`src/rtl/store_unit.sv`:
```
// Store buffer between the memory stage and the DMEM write port: formats SB/SH/SW stores
// into lane-placed words with byte masks and drains them in order. Optional: STORE_HAZARD_EN.
module store_unit #(
  parameter int unsigned DEPTH  = 2,
  parameter int unsigned ADDR_W = 32
) (
  input  logic              i_clk,
  input  logic              i_reset,
  input  logic              i_st_valid,
  output logic              o_st_ready,
  input  logic [ADDR_W-1:0] i_st_addr,
  input  logic [31:0]       i_st_data,
  input  logic [2:0]        i_st_type,
  output logic              o_st_err,
  output logic              o_dmem_req,
  input  logic              i_dmem_ack,
  output logic [ADDR_W-1:0] o_dmem_addr,
  output logic [31:0]       o_dmem_wdata,
  output logic [3:0]        o_dmem_bmask,
  output logic              o_busy,
  input  logic [ADDR_W-1:0] i_ld_addr,
  output logic              o_ld_hazard
);

  localparam int unsigned PTR_W  = (DEPTH > 1) ? $clog2(DEPTH) : 1;
  localparam int unsigned CNT_W  = $clog2(DEPTH + 1);
  localparam int unsigned WORD_W = ADDR_W - 2;

  typedef struct packed {
    logic [WORD_W-1:0] word;
    logic [31:0]       wdata;
    logic [3:0]        bmask;
  } entry_t;

  entry_t             mem_q [DEPTH];
  logic [DEPTH-1:0]   vld_q;
  logic [PTR_W-1:0]   rd_ptr_q;
  logic [PTR_W-1:0]   wr_ptr_q;
  logic [CNT_W-1:0]   count_q;
  logic               err_q;

  entry_t             fmt_c;
  logic               illegal_c;
  logic               full_c;
  logic               empty_c;
  logic               accept_c;
  logic               enq_c;
  logic               deq_c;

  assign full_c   = (count_q == CNT_W'(DEPTH));
  assign empty_c  = (count_q == '0);
  assign accept_c = i_st_valid && !full_c;
  assign enq_c    = accept_c && !illegal_c;
  assign deq_c    = !empty_c && i_dmem_ack;

  // Lane placement, byte mask and legality of the incoming store
  always_comb begin
    fmt_c      = '0;
    illegal_c  = 1'b0;
    fmt_c.word = i_st_addr[ADDR_W-1:2];
    case (i_st_type)
      3'b000: begin
        fmt_c.wdata = {4{i_st_data[7:0]}};
        fmt_c.bmask = 4'b0001 << i_st_addr[1:0];
      end
      3'b001: begin
        illegal_c   = i_st_addr[0];
        fmt_c.wdata = {2{i_st_data[15:0]}};
        fmt_c.bmask = i_st_addr[1] ? 4'b1100 : 4'b0011;
      end
      3'b010: begin
        illegal_c   = |i_st_addr[1:0];
        fmt_c.wdata = i_st_data;
        fmt_c.bmask = 4'b1111;
      end
      default: illegal_c = 1'b1;
    endcase
  end

  always_ff @(posedge i_clk or negedge i_reset) begin
    if (!i_reset) begin
      mem_q    <= '{default: '0};
      vld_q    <= '0;
      rd_ptr_q <= '0;
      wr_ptr_q <= '0;
      count_q  <= '0;
      err_q    <= 1'b0;
    end else begin
      err_q <= accept_c && illegal_c;
      if (enq_c) begin
        mem_q[wr_ptr_q] <= fmt_c;
        vld_q[wr_ptr_q] <= 1'b1;
        wr_ptr_q        <= wr_ptr_q + PTR_W'(1);
      end
      if (deq_c) begin
        vld_q[rd_ptr_q] <= 1'b0;
        rd_ptr_q        <= rd_ptr_q + PTR_W'(1);
      end
      case ({enq_c, deq_c})
        2'b10:   count_q <= count_q + CNT_W'(1);
        2'b01:   count_q <= count_q - CNT_W'(1);
        default: count_q <= count_q;
      endcase
    end
  end

  assign o_st_ready   = !full_c;
  assign o_st_err     = err_q;
  assign o_dmem_req   = !empty_c;
  assign o_busy       = !empty_c;
  assign o_dmem_addr  = {mem_q[rd_ptr_q].word, 2'b00};
  assign o_dmem_wdata = mem_q[rd_ptr_q].wdata;
  assign o_dmem_bmask = mem_q[rd_ptr_q].bmask;

`ifdef STORE_HAZARD_EN
  // Any pending store to the load's word stalls the load
  logic [DEPTH-1:0] hit_c;
  logic             unused_ld;

  for (genvar g = 0; g < int'(DEPTH); g++) begin : g_hz
    assign hit_c[g] = vld_q[g] && (mem_q[g].word == i_ld_addr[ADDR_W-1:2]);
  end

  assign o_ld_hazard = |hit_c;
  assign unused_ld   = ^i_ld_addr[1:0];
`else
  logic unused_ld;
  logic unused_vld;

  assign o_ld_hazard = 1'b0;
  assign unused_ld   = ^i_ld_addr;
  assign unused_vld  = ^vld_q;
`endif

endmodule
```
`config.mk`:
```
export PLATFORM = sky130hd
export DESIGN_NAME = store_unit
export DESIGN_NICKNAME = d
export VERILOG_FILES = /design/src/rtl/store_unit.sv
export SDC_FILE = /design/constraint.sdc
export NUM_CORES = 1
export LEC_CHECK = 0
export BUFFER_PORTS_ARGS = -buffer_cell sky130_fd_sc_hd__clkbuf_2
export CAP_MARGIN = 20
export CORE_MARGIN = 4
export CORE_UTILIZATION = 50
export CTS_BUF_LIST = sky130_fd_sc_hd__clkbuf_4
export DETAILED_ROUTE_END_ITERATION = 10
export PLACE_DENSITY = 0.77
export SYNTH_ARGS = -nofsm -noshare
export SYNTH_HDL_FRONTEND = slang
export SYNTH_SLANG_ARGS = --single-unit
```
`constraint.sdc`:
```
create_clock -name i_clk -period 5.5 [get_ports i_clk]
set_clock_uncertainty 0.2 [all_clocks]
set_input_delay 0.825 -clock i_clk [delete_from_list [all_inputs] [get_ports i_clk]]
set_output_delay 0.825 -clock i_clk [all_outputs]
set_load 0.05 [all_outputs]
```
# Yosys cells after proc, flatten, opt, wreduce, memory -nomap -nowiden
# Index checks and enable logic that the tools add are counted.
# Widths: inputs -> output; s select.
# totals
register_bits,137
out_inout_bits,73
word_cells,47
# op_classes
n_addsub,4
n_lt_le_gt_ge,3
eq_ne,5
shifts,1
muxes,10
n_bitwise,2
n_reduce_logical,12
# ops
op,n
$mux 66,4
$bwmux 132,1
$pmux 36 s3,1
$demux 66 s1,1
$logic_and 1x1->1,5
$eq 2x2->1 const B,2
$ge 2x2->1 const B,2
$mux 4,1
$not 1->2,2
$pmux 2 s2,1
$shl 1x2->4 const A,1
$eq 3x1->1 const B,1
$eq 3x2->1 const B,1
$logic_not 1->1,3
$logic_not 3->1,1
$pmux 1 s3,1
$add 1x1->1 const B,2
$add 2x1->2 const B,1
$eq 2x1->1 const B,1
$logic_not 2->1,1
$lt 2x1->1 const B,1
$reduce_bool 2->1,1
$reduce_or 2->1,1
$sub 2x1->2 const B,1

# Depth between registers and ports, before layout
# Gate-level depths: netlist (run 1).
# depth
word_depth,6
depth_mapped,7

# Least setup slack after synthesis (run 1)
# Ideal clock, no wire load.
# synth_path
path_kind,register to output
startpoint,reg rd_ptr_q
endpoint,out o_dmem_addr[19]
arrival_time_ns,1.536
t_required_ns,4.475
setup_slack_ns,2.939
stages_incl_launch_ff,4
n_path_buf,2
cell_sequence,dfrtp_1 clkbuf_1 clkbuf_1 mux2_2
# synth_between
elab_chain_cells,4
# synth_rtl
element,line_no,rtl
"start, declared",37,logic [PTR_W-1:0] rd_ptr_q;
"start signal, assigned",97,rd_ptr_q <= rd_ptr_q + PTR_W'(1);
$not 1->2 (not written as such),111,"assign o_dmem_addr = {mem_q[rd_ptr_q].word, 2'b00};"
$mux 66 (3 in series),-,
"end, declared",17,"output logic [ADDR_W-1:0] o_dmem_addr,"
# Every way passes these cells. The select of a mux whose other input is x is not followed.

# Worst setup path after layout (run 1)
# layout_path
startpoint,reg rd_ptr_q
endpoint,out o_dmem_addr[11]
# The elaborated chain is that of the path after synthesis.

==> results.json, run 1 <==
{
  "status": "finished, final reports clean",
  "min_path_type": "primary input to asynchronous set/reset pin",
  "drc_errors": 0,
  "num_rows": 41,
  "antenna_found_initial": 0,
  "grt_max_degree": 87,
  "viasPerCell": 5.31,
  "syn_avg_cell_area_sq_um": 13.9,
  "multi_input_area_sq_um": 2960,
  "place_area_sq_um": 7370,
  "fin_util_pct": 60.1,
  "combPwrFrac_pct": 53.0,
  "final_area_sq_um": 7680,
  "nNetsFinal": 710,
  "rr_endpoint": "mem_q[57]",
  "path_cells": "buf_4 -> mux2_2 -> clkbuf_2",
  "n_antenna_cell": 0,
  "worstSetupStartpointType": "register",
  "dp_cells": 759,
  "path_clk_slew_ns": 0.12,
  "core_area_sq_um": 12800,
  "grt_util_all_layers_pct": 19.6,
  "drive_gt1_share_pct": 60.7,
  "seq_area_sq_um": 3430,
  "crit_path_end_kind": "primary output",
  "ys_ff_latch": 137,
  "period_needed_ns": 3.74,
  "clock_path_buffers": 2,
  "overflow": 0,
  "hold_viol_final": 0,
  "crit_path_top_delay_cell": "dfrtp_2",
  "reg2reg_slack_ns": 2.78,
  "pre_cts_ws_ns": 1.74,
  "seqPwrFrac_pct": 33.5,
  "yosysSeqAreaShare_pct": 52.0,
  "cap_violations": 0,
  "yosysTopAreaCellShare_pct": 52.0,
  "critPathArrivalTime_ns": 2.72,
  "drtIter0Drc": 252,
  "cts_tree": "yes",
  "dieArea_sq_um": 15100,
  "ant_nets": 0,
  "io_buffers": 140,
  "syn-cell-area_sq_um": 6590,
  "tightest_slew_ns": 0.995,
  "synth_area_leaders": "dfrtp_1 (52%), mux2_2 (27%), mux2_4 (9.1%)",
  "dr.pass1.iters": 5,
  "switching_share_pct": 46.0,
  "cts_buffers": 17,
  "fin_ws_ns": 1.76,
  "root_buffer": "clkbuf_4",
  "synthCells": 475,
  "p_clk_share_pct": 13.5,
  "holdBufCountCts": 0,
  "finalSetupTns_ns": 0,
  "p_int_mw": 2.86,
  "drv_slew": 0,
  "power.density_nw_per_um2": 689,
  "setup_violations": 0,
  "ios": 176,
  "worst-r2r-cell-count": 5,
  "post_layout_nonfiller_instances": 791,
  "clkLatencyLatePin_ns": 0.51,
  "ys_types": 27,
  "synth_warnings": 0,
  "max_stage_delay_ns": 1.04,
  "p_leak_nw": 3.83,
  "wirelength_um": 14100,
  "dp_hpwl_um": 9800,
  "ir_worst_vdd_mv": 0.442,
  "finalCritPeriodShare_pct": 68.0,
  "cts_max_level": 4,
  "nFillCells": 1049,
  "timing.fmax_ghz": 0.267,
  "synth_top_area_cell": "dfrtp_1",
  "syn2layout_area_growth_pct": 16.6,
  "crit_path_max_fanout": 41,
  "hold-worst-slack_ns": 0.141,
  "start_util_pct": 51.6,
  "post-cts-setup-buffers": 0,
  "finalPower_mw": 5.29,
  "power_switching_mw": 2.43,
  "required_ns": 4.47,
  "finalWeightedCongestion": 0.828,
  "grt_pass1_vias": 4471,
  "cts.sinks": 137,
  "slew-limit-headroom_pct": 33.7,
  "grt_pass1_wl_um": 22700,
  "cts_resized": 0,
  "dieWidth_um": 123,
  "wl_per_cell_um": 17.8,
  "rsz0062_at_grt": "false",
  "crit-reg2reg-launch": "count_q[0]",
  "num_vias": 4202,
  "path_class": "register to primary output",
  "dieHeight_um": 123
}
## cell usage in the layout (no fill, tap or decap), types with 4 or more instances in the layout
cell type | netlist | layout
mux2_2 | 158 | 158
clkbuf_2 | 1 | 139
dfrtp_1 | 137 | 136
mux2_4 | 40 | 40
a21oi_1 | 28 | 28
o21ai_0 | 17 | 17
clkbuf_4 | 0 | 17
nor2b_1 | 12 | 12
nor2_1 | 13 | 12
and2_1 | 9 | 9
nand2_1 | 8 | 8
clkinv_1 | 0 | 4
bufinv_16 | 0 | 4
## worst max-delay path, delay by kind of cell (launching register included)
| kind | cells | cell delay, ns |
|---|---|---|
| buf+inv | 2 | 0.75 |
| mux | 1 | 0.39 |
| flops | 1 | 1.04 |
## cells by family after synthesis
group	Yosys count	synth area share, %
buffers and inverters	37	3.25
xor gates and xnor gates	5	0.665
AOI/OAI and AO/OA	48	3.87
DFF	137	52.0
muxes	198	36.1
adders and majority gates	1	0.190
and+or+nand+nor	48	3.82
other	1	0.0569
## final cells by class
cell class	instances	area share [%]
Sequential cell	137	44.7
Multi-Input combinational cell	303	38.6
Timing Repair Buffer	144	9.76
Tap cell	172	2.80
Clock inverter	15	2.38
Clock buffer	17	1.66
Inverter	3	0.147
## per-layer routing
layer	wire length, um	vias to the layer above	track usage, %
met4	191	0	6.23
met1	6110	2122	25.6
met5	0	-	0
li1	-	1933	-
met2	6690	131	30.5
met3	1090	16	7.19
## power by group through the flow
stage | sequential (mW) | clock (mW) | combinational (mW)
floorplan | 1.65 | 0 | 2.37
global placement | 1.75 | 0 | 2.78
detailed placement | 1.80 | 0 | 2.82
CTS | 1.77 | 0.736 | 2.83
global route | 1.83 | 0.786 | 2.95
finish | 1.77 | 0.714 | 2.80
## cell usage after synthesis
library cell  instances
buf_6                 5
nor2b_1              12
nor2_1               13
and3_1                1
nor3_2                1
a21oi_1              28
xnor2_1               3
clkbuf_1             10
ha_1                  1
mux2_2              158
dfrtp_1             137
nand2b_1              2
buf_1                 5
nand2_1               8
and2_1                9
o21a_1                2
xor2_1                2
mux2_4               40
o2111ai_2             1
buf_2                 5
o21ai_0              17
clkbuf_2              1
or2_1                 1
or2_2                 1
inv_1                 3
conb_1                1
buf_4                 8
## flip-flops by register name, summed over array words and instances, names as in the netlist
name,cells
mem_q,132
count_q,2
o_st_err,1
rd_ptr_q,1
wr_ptr_q,1
## worst max-delay path by stage
stage                      start               to  slack [ns]  cells after the start
finish                  rd_ptr_q  o_dmem_addr[11]        1.76                      3
global route            rd_ptr_q  o_dmem_addr[11]        1.55                      3
CTS                     rd_ptr_q  o_dmem_addr[11]        1.67                      3
detailed placement  i_st_type[1]        mem_q[57]        1.74                      6
global placement    i_st_type[1]        mem_q[57]        1.76                      6
floorplan               rd_ptr_q  o_dmem_addr[19]        2.94                      3
Power figures use the tool's default switching activity.
==> run 2: changes to the inputs <==
Settings changed: CORE_UTILIZATION 50 to 49, PLACE_DENSITY 0.77 to 0.79.
Clock period 5.5 ns to 3.05 ns, I/O delays scaled along.
==> run 2 against run 1 <==
Effect of this change: global-route usage increased by 0.51 points; register-to-register slack worse by 1.8 ns; die area increased by 1.9%; critical path type unchanged; highest routed layer unchanged; clock power up 60%; largest power group unchanged.
==> results.json, run 2 (synthesis results as in run 1) <==
{
  "crit_path_top_delay_cell": "dfrtp_2",
  "nNetsFinal": 748,
  "clock_path_buffers": 2,
  "hold_viol_final": 0,
  "grt_pass1_vias": 4707,
  "timing.fmax_ghz": 0.385,
  "clkLatencyLatePin_ns": 0.52,
  "dieHeight_um": 124,
  "wl_met2_um": 7040,
  "nFillCells": 1083,
  "ant_nets": 0,
  "power_switching_mw": 4.40,
  "finalSetupTns_ns": 0,
  "rsz0062_at_grt": "false",
  "num_rows": 42,
  "reg2reg_slack_ns": 0.93,
  "path_class": "register to primary output",
  "path_cells": "buf_12 -> mux2_2 -> clkbuf_2",
  "seqPwrFrac_pct": 32.5,
  "rr_endpoint": "mem_q[125]",
  "p_clk_share_pct": 12.0,
  "dieArea_sq_um": 15400,
  "p_int_mw": 5.07,
  "met3WireLength_um": 947,
  "ios": 176,
  "cp-endpoint": "o_dmem_addr[12]",
  "syn2layout_area_growth_pct": 22.4,
  "largest_register_ffs": 132,
  "place_area_sq_um": 7460,
  "crit-reg2reg-launch": "count_q[0]",
  "power.density_nw_per_um2": 1170,
  "cts_buffers": 17,
  "critPathArrivalTime_ns": 1.94,
  "dieWidth_um": 124,
  "final_area_sq_um": 8060,
  "required_ns": 2.39,
  "cts_max_level": 4,
  "final_cell_mix": "mux2_2 (158), clkbuf_2 (139), dfrtp_1 (136), mux2_4 (40), dlygate4sd3_1 (33)",
  "period_needed_ns": 2.60,
  "setup_violations": 0,
  "max_stage_delay_ns": 0.39,
  "drc_errors": 0,
  "hold_path_depth": 3,
  "final_common_cell": "mux2_2",
  "grt_max_degree": 68,
  "wl_per_cell_um": 17.5,
  "top_layer": "met4",
  "drive_gt1_share_pct": 58.4,
  "grt_pass1_wl_um": 23600,
  "io_buffers": 140,
  "path_clk_slew_ns": 0.11,
  "crit_path_end_kind": "primary output",
  "switching_share_pct": 46.5,
  "core_area_sq_um": 13200,
  "start_util_pct": 50.0,
  "post-cts-setup-buffers": 0,
  "finalCritPeriodShare_pct": 85.1,
  "wirelength_um": 14600,
  "combPwrFrac_pct": 55.4,
  "p_leak_nw": 3.99,
  "met1Wirelength_um": 6390,
  "root_buffer": "clkbuf_4",
  "antenna_found_initial": 0,
  "worst-r2r-cell-count": 5,
  "slew-limit-headroom_pct": 37.7,
  "status": "finished, final reports clean",
  "cts_tree": "yes",
  "tightest_slew_ns": 0.935,
  "num_vias": 4327,
  "viasPerCell": 5.19,
  "min_path_type": "primary input to register",
  "ir_worst_vdd_mv": 0.606,
  "cts.sinks": 137,
  "drtIter0Drc": 213,
  "n_antenna_cell": 0,
  "worstSetupStartpointType": "register",
  "overflow": 0,
  "grt_util_all_layers_pct": 20.1,
  "top_register": "mem_q",
  "drv_slew": 0,
  "reg_top3": "mem_q x132, count_q x2",
  "crit_path_max_fanout": 67,
  "cts_resized": 0,
  "dp_hpwl_um": 9880,
  "cap_violations": 0,
  "finalWeightedCongestion": 0.942,
  "holdBufCountCts": 33,
  "hp-start": "i_st_data[4]",
  "dr.pass1.iters": 4,
  "crit_start": "rd_ptr_q"
}
run 2: per-layer routing:
| metal | GRT usage [%] | vias to the layer above |
|---|---|---|
| met3 | 5.95 | 19 |
| met5 | 0 | - |
| met2 | 32.9 | 127 |
| li1 | - | 2014 |
| met1 | 25.6 | 2167 |
| met4 | 6.84 | 0 |
run 2: worst max-delay path: cells and delay by family, from the launching register on:
family / cells / cell delay [ns]
buf+inv: 2 / 0.60
flops: 1 / 0.39
mux: 1 / 0.39
run 2: worst min-delay path by stage:
stage,endpoint,slack [ns]
final,mem_q[8],0.1
after global placement,count_q[1],0.27
after global routing,mem_q[8],0.05
after CTS,mem_q[8],0.04
after detailed placement,count_q[1],0.28
after floorplan,count_q[0],-0.04
run 2: area by class of cell:
type	instances	area, sq um	share of cell area (%)
clock buffers	19	143	1.77
clock inverters	13	129	1.60
inverters	3	11.3	0.140
multi-input cells	303	2960	36.8
flip-flops and latches	137	3430	42.5
well taps	176	220	2.73
repair buffers	182	1170	14.5
run 2: power groups by stage:
stage	registers, mW	logic [mW]	clock network, mW
after detailed placement	3.13	5.24	0
final	3.08	5.25	1.14
after floorplan	2.98	4.27	0
after global routing	3.19	5.54	1.26
after global placement	3.04	5.17	0
after CTS	3.09	5.30	1.19
run 2: stage by stage:
step                      power (mW)  setup WS, ns  std cells  utilization, %  hold WS (ns)
after global placement          8.22         0.690        768            56.6         0.272
after CTS                       9.57         0.368        833            61.1        0.0376
after global routing            9.98         0.348        833            61.1        0.0452
final                           9.47         0.453        833            61.1        0.0981
after detailed placement        8.37         0.661        768            56.6         0.285
after floorplan                 7.26         0.710        477               -       -0.0381
